## src/rtl/speed_occupancy_dp_pkg.sv

```systemverilog
// Shared state type and elaboration helpers for the speed/occupancy datapath.
package speed_dp_pkg;

  typedef enum logic [1:0] {
    IDLE   = 2'd0,
    TIMING = 2'd1,
    DIVIDE = 2'd2
  } dp_state_e;

  function automatic int unsigned ticks_per_ms(input int unsigned clk_hz);
    return clk_hz / 32'd1000;
  endfunction

  // Low 'width' bits set; callers truncate to their own vector width.
  function automatic logic [31:0] all_ones(input int unsigned width);
    logic [31:0] mask_v;
    if (width >= 32'd32) begin
      mask_v = 32'hFFFF_FFFF;
    end else begin
      mask_v = (32'd1 << width) - 32'd1;
    end
    return mask_v;
  endfunction

endpackage

```

## src/rtl/speed_occupancy_dp_if.sv

```systemverilog
// Sensor, vehicle and barrier handshakes plus status outputs of the gate datapath.
interface speed_occupancy_dp_if #(
  parameter int WIDTH_VEH   = 3,
  parameter int WIDTH_SPEED = 14
);
  logic                   start;
  logic                   stop;
  logic                   veh_in;
  logic                   veh_out;
  logic                   open_req;
  logic                   close_req;
  logic [WIDTH_VEH-1:0]   num_veh;
  logic                   full;
  logic                   empty;
  logic [WIDTH_SPEED-1:0] speed;
  logic                   speed_valid;
  logic                   busy;
  logic                   timeout;
  logic                   overspeed;
  logic                   en_barrier;

  modport master (
    output start, stop, veh_in, veh_out, open_req, close_req,
    input  num_veh, full, empty, speed, speed_valid, busy, timeout, overspeed, en_barrier
  );

  modport slave (
    input  start, stop, veh_in, veh_out, open_req, close_req,
    output num_veh, full, empty, speed, speed_valid, busy, timeout, overspeed, en_barrier
  );
endinterface

```

## src/rtl/speed_occupancy_dp_seq_div.sv

```systemverilog
// Restoring divider, one quotient bit per cycle; done and quotient are valid
// in the last iteration cycle so the caller can register them directly.
module seq_div
  import speed_dp_pkg::*;
#(
  parameter int N = 14,
  parameter int D = 12
) (
  input  logic         clk,
  input  logic         reset_n,
  input  logic         start,
  input  logic [N-1:0] dividend,
  input  logic [D-1:0] divisor,
  output logic [N-1:0] quotient,
  output logic         done,
  output logic         busy
);
  localparam int CW = $clog2(N + 1);
  localparam logic [N-1:0]  SAT_C   = N'(all_ones(N));
  localparam logic [CW-1:0] CNT_N_C = CW'(N);
  localparam logic [CW-1:0] ONE_C   = CW'(1);

  logic [N-1:0]  quo_r;
  logic [D-1:0]  rem_r;
  logic [D-1:0]  dvs_r;
  logic [CW-1:0] cnt_r;
  logic          busy_r;
  logic [D:0]    rem_shift_s;
  logic          ge_s;
  logic [N-1:0]  quo_next_s;
  logic [D-1:0]  rem_next_s;

  // One restoring step: the partial remainder stays below the divisor, so D bits hold it.
  always_comb begin
    rem_shift_s = {rem_r, quo_r[N-1]};
    ge_s        = (rem_shift_s >= {1'b0, dvs_r});
    quo_next_s  = {quo_r[N-2:0], ge_s};
    if (ge_s) begin
      rem_next_s = D'(rem_shift_s - {1'b0, dvs_r});
    end else begin
      rem_next_s = rem_shift_s[D-1:0];
    end
  end

  assign done     = busy_r && (cnt_r == ONE_C);
  assign quotient = (dvs_r == {D{1'b0}}) ? SAT_C : quo_next_s;
  assign busy     = busy_r;

  // Iteration registers: load on start, then shift one bit per cycle.
  always_ff @(posedge clk or negedge reset_n) begin
    if (!reset_n) begin
      quo_r  <= {N{1'b0}};
      rem_r  <= {D{1'b0}};
      dvs_r  <= {D{1'b0}};
      cnt_r  <= {CW{1'b0}};
      busy_r <= 1'b0;
    end else if (start) begin
      quo_r  <= dividend;
      rem_r  <= {D{1'b0}};
      dvs_r  <= divisor;
      cnt_r  <= CNT_N_C;
      busy_r <= 1'b1;
    end else if (busy_r) begin
      quo_r  <= quo_next_s;
      rem_r  <= rem_next_s;
      cnt_r  <= cnt_r - ONE_C;
      busy_r <= (cnt_r != ONE_C);
    end
  end

endmodule

```

## src/rtl/speed_occupancy_dp.sv

```systemverilog
// Gate datapath: sensor-to-sensor timing, speed divide, occupancy and barrier drive.
// Build option OVERSPEED_EN adds the registered speed-limit comparator.
module speed_occupancy_dp
  import speed_dp_pkg::*;
#(
  parameter int CLK_HZ      = 50_000_000,
  parameter int WIDTH_MS    = 12,
  parameter int WIDTH_SPEED = 14,
  parameter int DIST_CONST  = 14400,
  parameter int MAX_VEH     = 7,
  parameter int WIDTH_VEH   = 3,
  parameter int SPEED_LIMIT = 60
) (
  input logic                 clk,
  input logic                 reset_n,
  speed_occupancy_dp_if.slave bus
);
  localparam int unsigned TICKS = ticks_per_ms(int'(CLK_HZ));
  localparam int TICK_W = (TICKS > 1) ? $clog2(TICKS) : 1;
  localparam logic [TICK_W-1:0]      TICK_LAST_C = TICK_W'(TICKS - 1);
  localparam logic [TICK_W-1:0]      TICK_ONE_C  = TICK_W'(1);
  localparam logic [WIDTH_MS-1:0]    MS_ONE_C    = WIDTH_MS'(1);
  localparam logic [WIDTH_MS-1:0]    MS_LAST_C   = WIDTH_MS'(all_ones(WIDTH_MS) - 32'd1);
  localparam logic [WIDTH_SPEED-1:0] DIST_C      = WIDTH_SPEED'(DIST_CONST);
  localparam logic [WIDTH_VEH-1:0]   MAX_C       = WIDTH_VEH'(MAX_VEH);
  localparam logic [WIDTH_VEH-1:0]   VEH_ONE_C   = WIDTH_VEH'(1);

  dp_state_e              state_r, state_next_s;
  logic [TICK_W-1:0]      tick_r;
  logic [WIDTH_MS-1:0]    time_ms_r;
  logic                   tick_wrap_s, clr_s, div_start_s, timeout_s, load_s;
  logic [WIDTH_SPEED-1:0] div_quot_s;
  logic                   div_done_s, div_busy_s;
  logic [WIDTH_SPEED-1:0] speed_r;
  logic                   speed_valid_r, timeout_r, busy_r;
  logic [WIDTH_VEH-1:0]   num_veh_r, num_next_s;
  logic                   full_r, empty_r, en_barrier_r;

  assign tick_wrap_s = (tick_r == TICK_LAST_C);

  seq_div #(.N(WIDTH_SPEED), .D(WIDTH_MS)) u_div (
    .clk      (clk),
    .reset_n  (reset_n),
    .start    (div_start_s),
    .dividend (DIST_C),
    .divisor  (time_ms_r),
    .quotient (div_quot_s),
    .done     (div_done_s),
    .busy     (div_busy_s)
  );

  // FSM state register.
  always_ff @(posedge clk or negedge reset_n) begin
    if (!reset_n) state_r <= IDLE;
    else          state_r <= state_next_s;
  end

  // Next state and control strobes; start outranks stop, stop outranks timeout.
  always_comb begin
    state_next_s = state_r;
    clr_s        = 1'b0;
    div_start_s  = 1'b0;
    timeout_s    = 1'b0;
    load_s       = 1'b0;
    case (state_r)
      IDLE: begin
        if (bus.start) begin
          clr_s        = 1'b1;
          state_next_s = TIMING;
        end else begin
          state_next_s = IDLE;
        end
      end
      TIMING: begin
        if (bus.start) begin
          clr_s = 1'b1;
        end else if (bus.stop) begin
          div_start_s  = 1'b1;
          state_next_s = DIVIDE;
        end else if (tick_wrap_s && (time_ms_r == MS_LAST_C)) begin
          timeout_s    = 1'b1;
          state_next_s = IDLE;
        end else begin
          state_next_s = TIMING;
        end
      end
      DIVIDE: begin
        if (div_done_s) begin
          load_s       = 1'b1;
          state_next_s = IDLE;
        end else if (!div_busy_s) begin
          state_next_s = IDLE;
        end else begin
          state_next_s = DIVIDE;
        end
      end
      default: state_next_s = IDLE;
    endcase
  end

  // Tick and millisecond counters advance only while timing.
  always_ff @(posedge clk or negedge reset_n) begin
    if (!reset_n) begin
      tick_r    <= {TICK_W{1'b0}};
      time_ms_r <= {WIDTH_MS{1'b0}};
    end else if (clr_s) begin
      tick_r    <= {TICK_W{1'b0}};
      time_ms_r <= {WIDTH_MS{1'b0}};
    end else if (state_r == TIMING) begin
      if (tick_wrap_s) begin
        tick_r    <= {TICK_W{1'b0}};
        time_ms_r <= time_ms_r + MS_ONE_C;
      end else begin
        tick_r <= tick_r + TICK_ONE_C;
      end
    end
  end

  // Speed result and status pulses.
  always_ff @(posedge clk or negedge reset_n) begin
    if (!reset_n) begin
      speed_r       <= {WIDTH_SPEED{1'b0}};
      speed_valid_r <= 1'b0;
      timeout_r     <= 1'b0;
      busy_r        <= 1'b0;
    end else begin
      if (load_s) speed_r <= div_quot_s;
      speed_valid_r <= load_s;
      timeout_r     <= timeout_s;
      busy_r        <= (state_next_s != IDLE);
    end
  end

`ifdef OVERSPEED_EN
  localparam logic [WIDTH_SPEED-1:0] LIMIT_C = WIDTH_SPEED'(SPEED_LIMIT);
  logic overspeed_r;

  // Overspeed flag refreshes together with the speed it describes.
  always_ff @(posedge clk or negedge reset_n) begin
    if (!reset_n)    overspeed_r <= 1'b0;
    else if (load_s) overspeed_r <= (div_quot_s > LIMIT_C);
  end

  assign bus.overspeed = overspeed_r;
`else
  assign bus.overspeed = 1'b0;
`endif

  // Saturating occupancy: simultaneous in/out cancels, never wraps.
  always_comb begin
    num_next_s = num_veh_r;
    if (bus.veh_in && !bus.veh_out && (num_veh_r != MAX_C)) begin
      num_next_s = num_veh_r + VEH_ONE_C;
    end else if (bus.veh_out && !bus.veh_in && (num_veh_r != {WIDTH_VEH{1'b0}})) begin
      num_next_s = num_veh_r - VEH_ONE_C;
    end else begin
      num_next_s = num_veh_r;
    end
  end

  // Occupancy and barrier registers; close_req dominates open_req.
  always_ff @(posedge clk or negedge reset_n) begin
    if (!reset_n) begin
      num_veh_r    <= {WIDTH_VEH{1'b0}};
      full_r       <= 1'b0;
      empty_r      <= 1'b0;
      en_barrier_r <= 1'b0;
    end else begin
      num_veh_r <= num_next_s;
      full_r    <= (num_next_s == MAX_C);
      empty_r   <= (num_next_s == {WIDTH_VEH{1'b0}});
      if (bus.close_req) begin
        en_barrier_r <= 1'b0;
      end else if (bus.open_req && (num_veh_r != MAX_C)) begin
        en_barrier_r <= 1'b1;
      end
    end
  end

  assign bus.num_veh     = num_veh_r;
  assign bus.full        = full_r;
  assign bus.empty       = empty_r;
  assign bus.speed       = speed_r;
  assign bus.speed_valid = speed_valid_r;
  assign bus.busy        = busy_r;
  assign bus.timeout     = timeout_r;
  assign bus.en_barrier  = en_barrier_r;

endmodule

```

## src/flat_wrapper.sv

```systemverilog
// flat-port wrapper written by rule: the top's interface ports become plain ports
module speed_occupancy_dp_flat import speed_dp_pkg::*;
#(
  parameter int CLK_HZ      = 50_000_000,
  parameter int WIDTH_MS    = 12,
  parameter int WIDTH_SPEED = 14,
  parameter int DIST_CONST  = 14400,
  parameter int MAX_VEH     = 7,
  parameter int WIDTH_VEH   = 3,
  parameter int SPEED_LIMIT = 60
)
  (clk, reset_n, bus_start, bus_stop, bus_veh_in, bus_veh_out, bus_open_req, bus_close_req, bus_num_veh, bus_full, bus_empty, bus_speed, bus_speed_valid, bus_busy, bus_timeout, bus_overspeed, bus_en_barrier);
  speed_occupancy_dp_if #(.WIDTH_VEH(WIDTH_VEH), .WIDTH_SPEED(WIDTH_SPEED)) bus_i ();
  input logic clk;
  input logic reset_n;
  input wire logic [$bits(bus_i.start)-1:0] bus_start;
  input wire logic [$bits(bus_i.stop)-1:0] bus_stop;
  input wire logic [$bits(bus_i.veh_in)-1:0] bus_veh_in;
  input wire logic [$bits(bus_i.veh_out)-1:0] bus_veh_out;
  input wire logic [$bits(bus_i.open_req)-1:0] bus_open_req;
  input wire logic [$bits(bus_i.close_req)-1:0] bus_close_req;
  output wire logic [$bits(bus_i.num_veh)-1:0] bus_num_veh;
  output wire logic [$bits(bus_i.full)-1:0] bus_full;
  output wire logic [$bits(bus_i.empty)-1:0] bus_empty;
  output wire logic [$bits(bus_i.speed)-1:0] bus_speed;
  output wire logic [$bits(bus_i.speed_valid)-1:0] bus_speed_valid;
  output wire logic [$bits(bus_i.busy)-1:0] bus_busy;
  output wire logic [$bits(bus_i.timeout)-1:0] bus_timeout;
  output wire logic [$bits(bus_i.overspeed)-1:0] bus_overspeed;
  output wire logic [$bits(bus_i.en_barrier)-1:0] bus_en_barrier;
  assign bus_i.start = bus_start;
  assign bus_i.stop = bus_stop;
  assign bus_i.veh_in = bus_veh_in;
  assign bus_i.veh_out = bus_veh_out;
  assign bus_i.open_req = bus_open_req;
  assign bus_i.close_req = bus_close_req;
  assign bus_num_veh = bus_i.num_veh;
  assign bus_full = bus_i.full;
  assign bus_empty = bus_i.empty;
  assign bus_speed = bus_i.speed;
  assign bus_speed_valid = bus_i.speed_valid;
  assign bus_busy = bus_i.busy;
  assign bus_timeout = bus_i.timeout;
  assign bus_overspeed = bus_i.overspeed;
  assign bus_en_barrier = bus_i.en_barrier;
  speed_occupancy_dp #(.CLK_HZ(CLK_HZ), .WIDTH_MS(WIDTH_MS), .WIDTH_SPEED(WIDTH_SPEED), .DIST_CONST(DIST_CONST), .MAX_VEH(MAX_VEH), .WIDTH_VEH(WIDTH_VEH), .SPEED_LIMIT(SPEED_LIMIT)) u_core (.clk(clk), .reset_n(reset_n), .bus(bus_i));
endmodule
```

## config.mk

```make
export PLATFORM = sky130hd
export DESIGN_NAME = speed_occupancy_dp_flat
export DESIGN_NICKNAME = d
export VERILOG_FILES = /design/src/rtl/speed_occupancy_dp_pkg.sv /design/src/rtl/speed_occupancy_dp_if.sv /design/src/rtl/speed_occupancy_dp_seq_div.sv /design/src/rtl/speed_occupancy_dp.sv /design/src/flat_wrapper.sv
export SDC_FILE = /design/constraint.sdc
export NUM_CORES = 1
export LEC_CHECK = 0
export ABC_CLOCK_PERIOD_IN_PS = 2200
export BUFFER_PORTS_ARGS = -buffer_cell sky130_fd_sc_hd__buf_2
export CORE_MARGIN = 5
export CORE_UTILIZATION = 50
export CTS_BUF_LIST = sky130_fd_sc_hd__clkbuf_8
export DETAILED_ROUTE_END_ITERATION = 8
export PLACE_DENSITY = 0.8
export SLEW_MARGIN = 20
export SYNTH_ARGS = -nofsm -noshare
export SYNTH_HDL_FRONTEND = slang
export SYNTH_HIERARCHICAL = 1
export SYNTH_SLANG_ARGS = --single-unit
export TNS_END_PERCENT = 5
```

## constraint.sdc

```tcl
create_clock -name clk -period 2.2 [get_ports clk]
set_input_delay 0.11 -clock clk [delete_from_list [all_inputs] [get_ports clk]]
set_output_delay 0.11 -clock clk [all_outputs]
set_load 0.02 [all_outputs]
```

==> run metrics <==
WL/cell=around 16 µm; Sink Count=96; synthesized flop and latch total=96; Synth Flop Type=dfrtp_1; vias in the first global route=4355; Horiz. Die Dim=between 100 and 150 µm; static leakage=2.84 nW; Max Buffers Root-to-Sink=2; hold slack=19.4 ps; Initial DRC Count=236; Syn-to-layout area delta=15.1%; Routed Antenna Nets=0; cell count after placement=720; routed vias=roughly 4300; Seq/Total Area, Yosys=44.6%; Final nets=between 600 and 700; Vias/cell=5.72; Layout Utilization=59.5%; Cell Area, Synth=5390 µm²; asr flop ratio synth=100%; Fill cells=869; max cap viols=0; failing checks=setup timing; power per cell area=roughly 1300 nW/µm²; Port-buffer cells=30; RePlAce Congestion=0.869; Total Routing Usage GR=a little under a fifth; RSZ-0062 raised after global routing=yes; Setup-failing EPs final=6; CTS tree=built; dpl hpwl=approximately 8200 µm; die area=12900 µm²; Syn Inst Count=543; global-route wire length before repair=between 20000 and 25000 µm; clk_lat worst skew=360 ps; CP endpoint kind=flip-flop; syn avg cell area=9.92 µm²; sequential cell area=2400 µm²; Total Wirelength=11700 µm; status=finished, violations left; Initial DRT Pass Iterations=5; fin crit period=2260 ps; Slew Viols, Final=0; Initial Util=51.7%; Hold Crit Class=input port to flip-flop; Worst-path clk slew=approximately 100 ps; worst vdd rail ir drop=~0.00058 V; fmax=443 MHz; final hold violations=0; worst path arrival time=2510 ps; CTS Buf Count=9; core area=10400 µm²; multi-input logic area=2890 µm²; Post-synth EDFFs=0; num ports=32; share of layout cells above drive strength 1=approximately a fifth; htree depth=3; critical path startpoint category=flip-flop; Root Buffer=clkbuf_8; Critical Setup Path Class=flip-flop to flip-flop; clk_skew=11.3 ps; Die Ht=114 µm; total congestion overflow=0; period utilization=103%; drc violations=0; Synth warnings=6; Cell Count, Final, Fillers Out=between 700 and 800; Cell Rows=37; Tightest Pin Transition=631 ps; worst path required time=2450 ps; Max FO, Critical Path=2; post-synth cell types=just under 70; initial antenna violation count=0; n_diodes=0; Rel. slew slack=approximately 58%; pin count of the biggest net entering global routing=50; Worst Setup Slack, final=-57.8 ps
## layer usage
metal  GRT usage, %  routed length [µm]
met5              0                   0
met3           4.08                 518
met1           24.5                5120
met4           4.91                 122
met2           32.4                5900
## what timing repair did
action,4_1_cts,5_1_grt
buffers inserted,6,2
endpoints found under the hold margin,49,0
resized for setup,6,13
pin swaps,6,8
hold buffers,3,0
setup endpoints to repair,11,17
## cells in the mapped netlist, drive strengths merged (6+ instances only)
cell,n,area (µm²)
dfrtp,96,2400
nand2,54,203
o21ai,45,225
inv,28,105
nor2,25,93.8
a21oi,22,121
mux2i,22,220
nand2b,22,138
ha,21,263
mux2,18,210
clkbuf,15,56.3
xnor2,15,131
nand3,12,77.6
buf,11,63.8
nand4,11,68.8
a211oi,10,85.1
or3,9,56.3
nor4,8,50.1
or4,8,60.1
and3,7,43.8
nor3,6,30.0
o21bai,6,56.3
o31ai,6,45.0
## path summary, 6_finish.rpt
check                                 startpoint                     to  slack (ps)  depth (start not counted)
max in group asynchronous                reset_n  u_core/u_div/dvs_r[0]        1220                          3
setup reg to reg           u_core/u_div/rem_r[0]    u_core/bus.speed[0]         -60                          9
min in group asynchronous                reset_n    u_core/time_ms_r[7]         310                          2
hold / removal                          bus_stop     u_core/bus.timeout          20                          3
hold reg to reg              u_core/bus.speed[2]    u_core/bus.speed[2]         510                          1
setup / recovery           u_core/u_div/rem_r[0]    u_core/bus.speed[0]         -60                          9
## per-stage QoR
stage,setup WS (ps),area (µm²),power [mW],setup TNS [ps]
after detailed placement,-172,5830,6.46,-675
after global routing,-114,6200,8.52,-933
after floorplan,-7.96,5440,5.46,-15.9
after global placement,-40.8,5830,6.24,-107
final,-57.8,6200,7.89,-155
after CTS,5.39,6130,7.73,0
## sequential cells by signal, summed over array words and instances, names as in the netlist, 2 cells and up
name	flops
u_core/time_ms_r	12
u_core/u_div/rem_r	12
u_core/bus.speed	14
u_core/u_div/dvs_r	12
u_core/bus.num_veh	3
u_core/u_div/cnt_r	4
u_core/tick_r	16
u_core/u_div/quo_r	14
u_core/state_r	2
## area by class of cell
cell class              instances  share of cell area, %
clock buffers                  10                   2.22
clock inverters                 6                  0.808
multi-input cells             406                   46.6
well taps                     136                   2.75
repair buffers                 65                   7.15
inverters                      28                   1.70
flip-flops and latches         96                   38.8
## power breakdown
part	switching [mW]	leakage, nW	internal (mW)
Combinational	2.16	1.50	2.01
Sequential	0.384	1.25	2.24
Clock	0.642	0.0952	0.458
## placed cells by master, fill, tap and decap left out, drive strengths merged, types with 6 or more instances in the layout
| cell type | count |
|---|---|
| a211oi | 10 |
| a21oi | 22 |
| and3 | 7 |
| buf | 62 |
| clkbuf | 10 |
| conb | 15 |
| dfrtp | 96 |
| ha | 21 |
| inv | 31 |
| mux2 | 18 |
| mux2i | 22 |
| nand2 | 54 |
| nand2b | 22 |
| nand3 | 12 |
| nand4 | 11 |
| nor2 | 25 |
| nor3 | 6 |
| nor4 | 8 |
| o21ai | 45 |
| o21bai | 6 |
| o31ai | 6 |
| or3 | 9 |
| or4 | 8 |
| xnor2 | 15 |
## logic make-up (layout without fill, tap and decap cells)
kind of cell    count (synthesis)  after routing  synth area share (%)
simple gates                  192            192                  19.9
compound gates                120            120                  15.2
flops                          96             96                  44.6
buf+inv                        54            109                  4.18
mux                            40             40                  7.99
fa+ha+maj                      22             22                  5.25
xor+xnor                       17             17                  2.77
other cells                     2             15                 0.139
## critical path: stages, from the launching register on
cell	delay, ps
dfrtp_1	430
ha_4	250
nor2b_4	130
o31a_4	290
o311ai_4	310
buf_4	170
buf_4	90
buf_4	90
nand4_1	100
mux2_2	280
No activity file was read; power rests on OpenSTA's default activity.
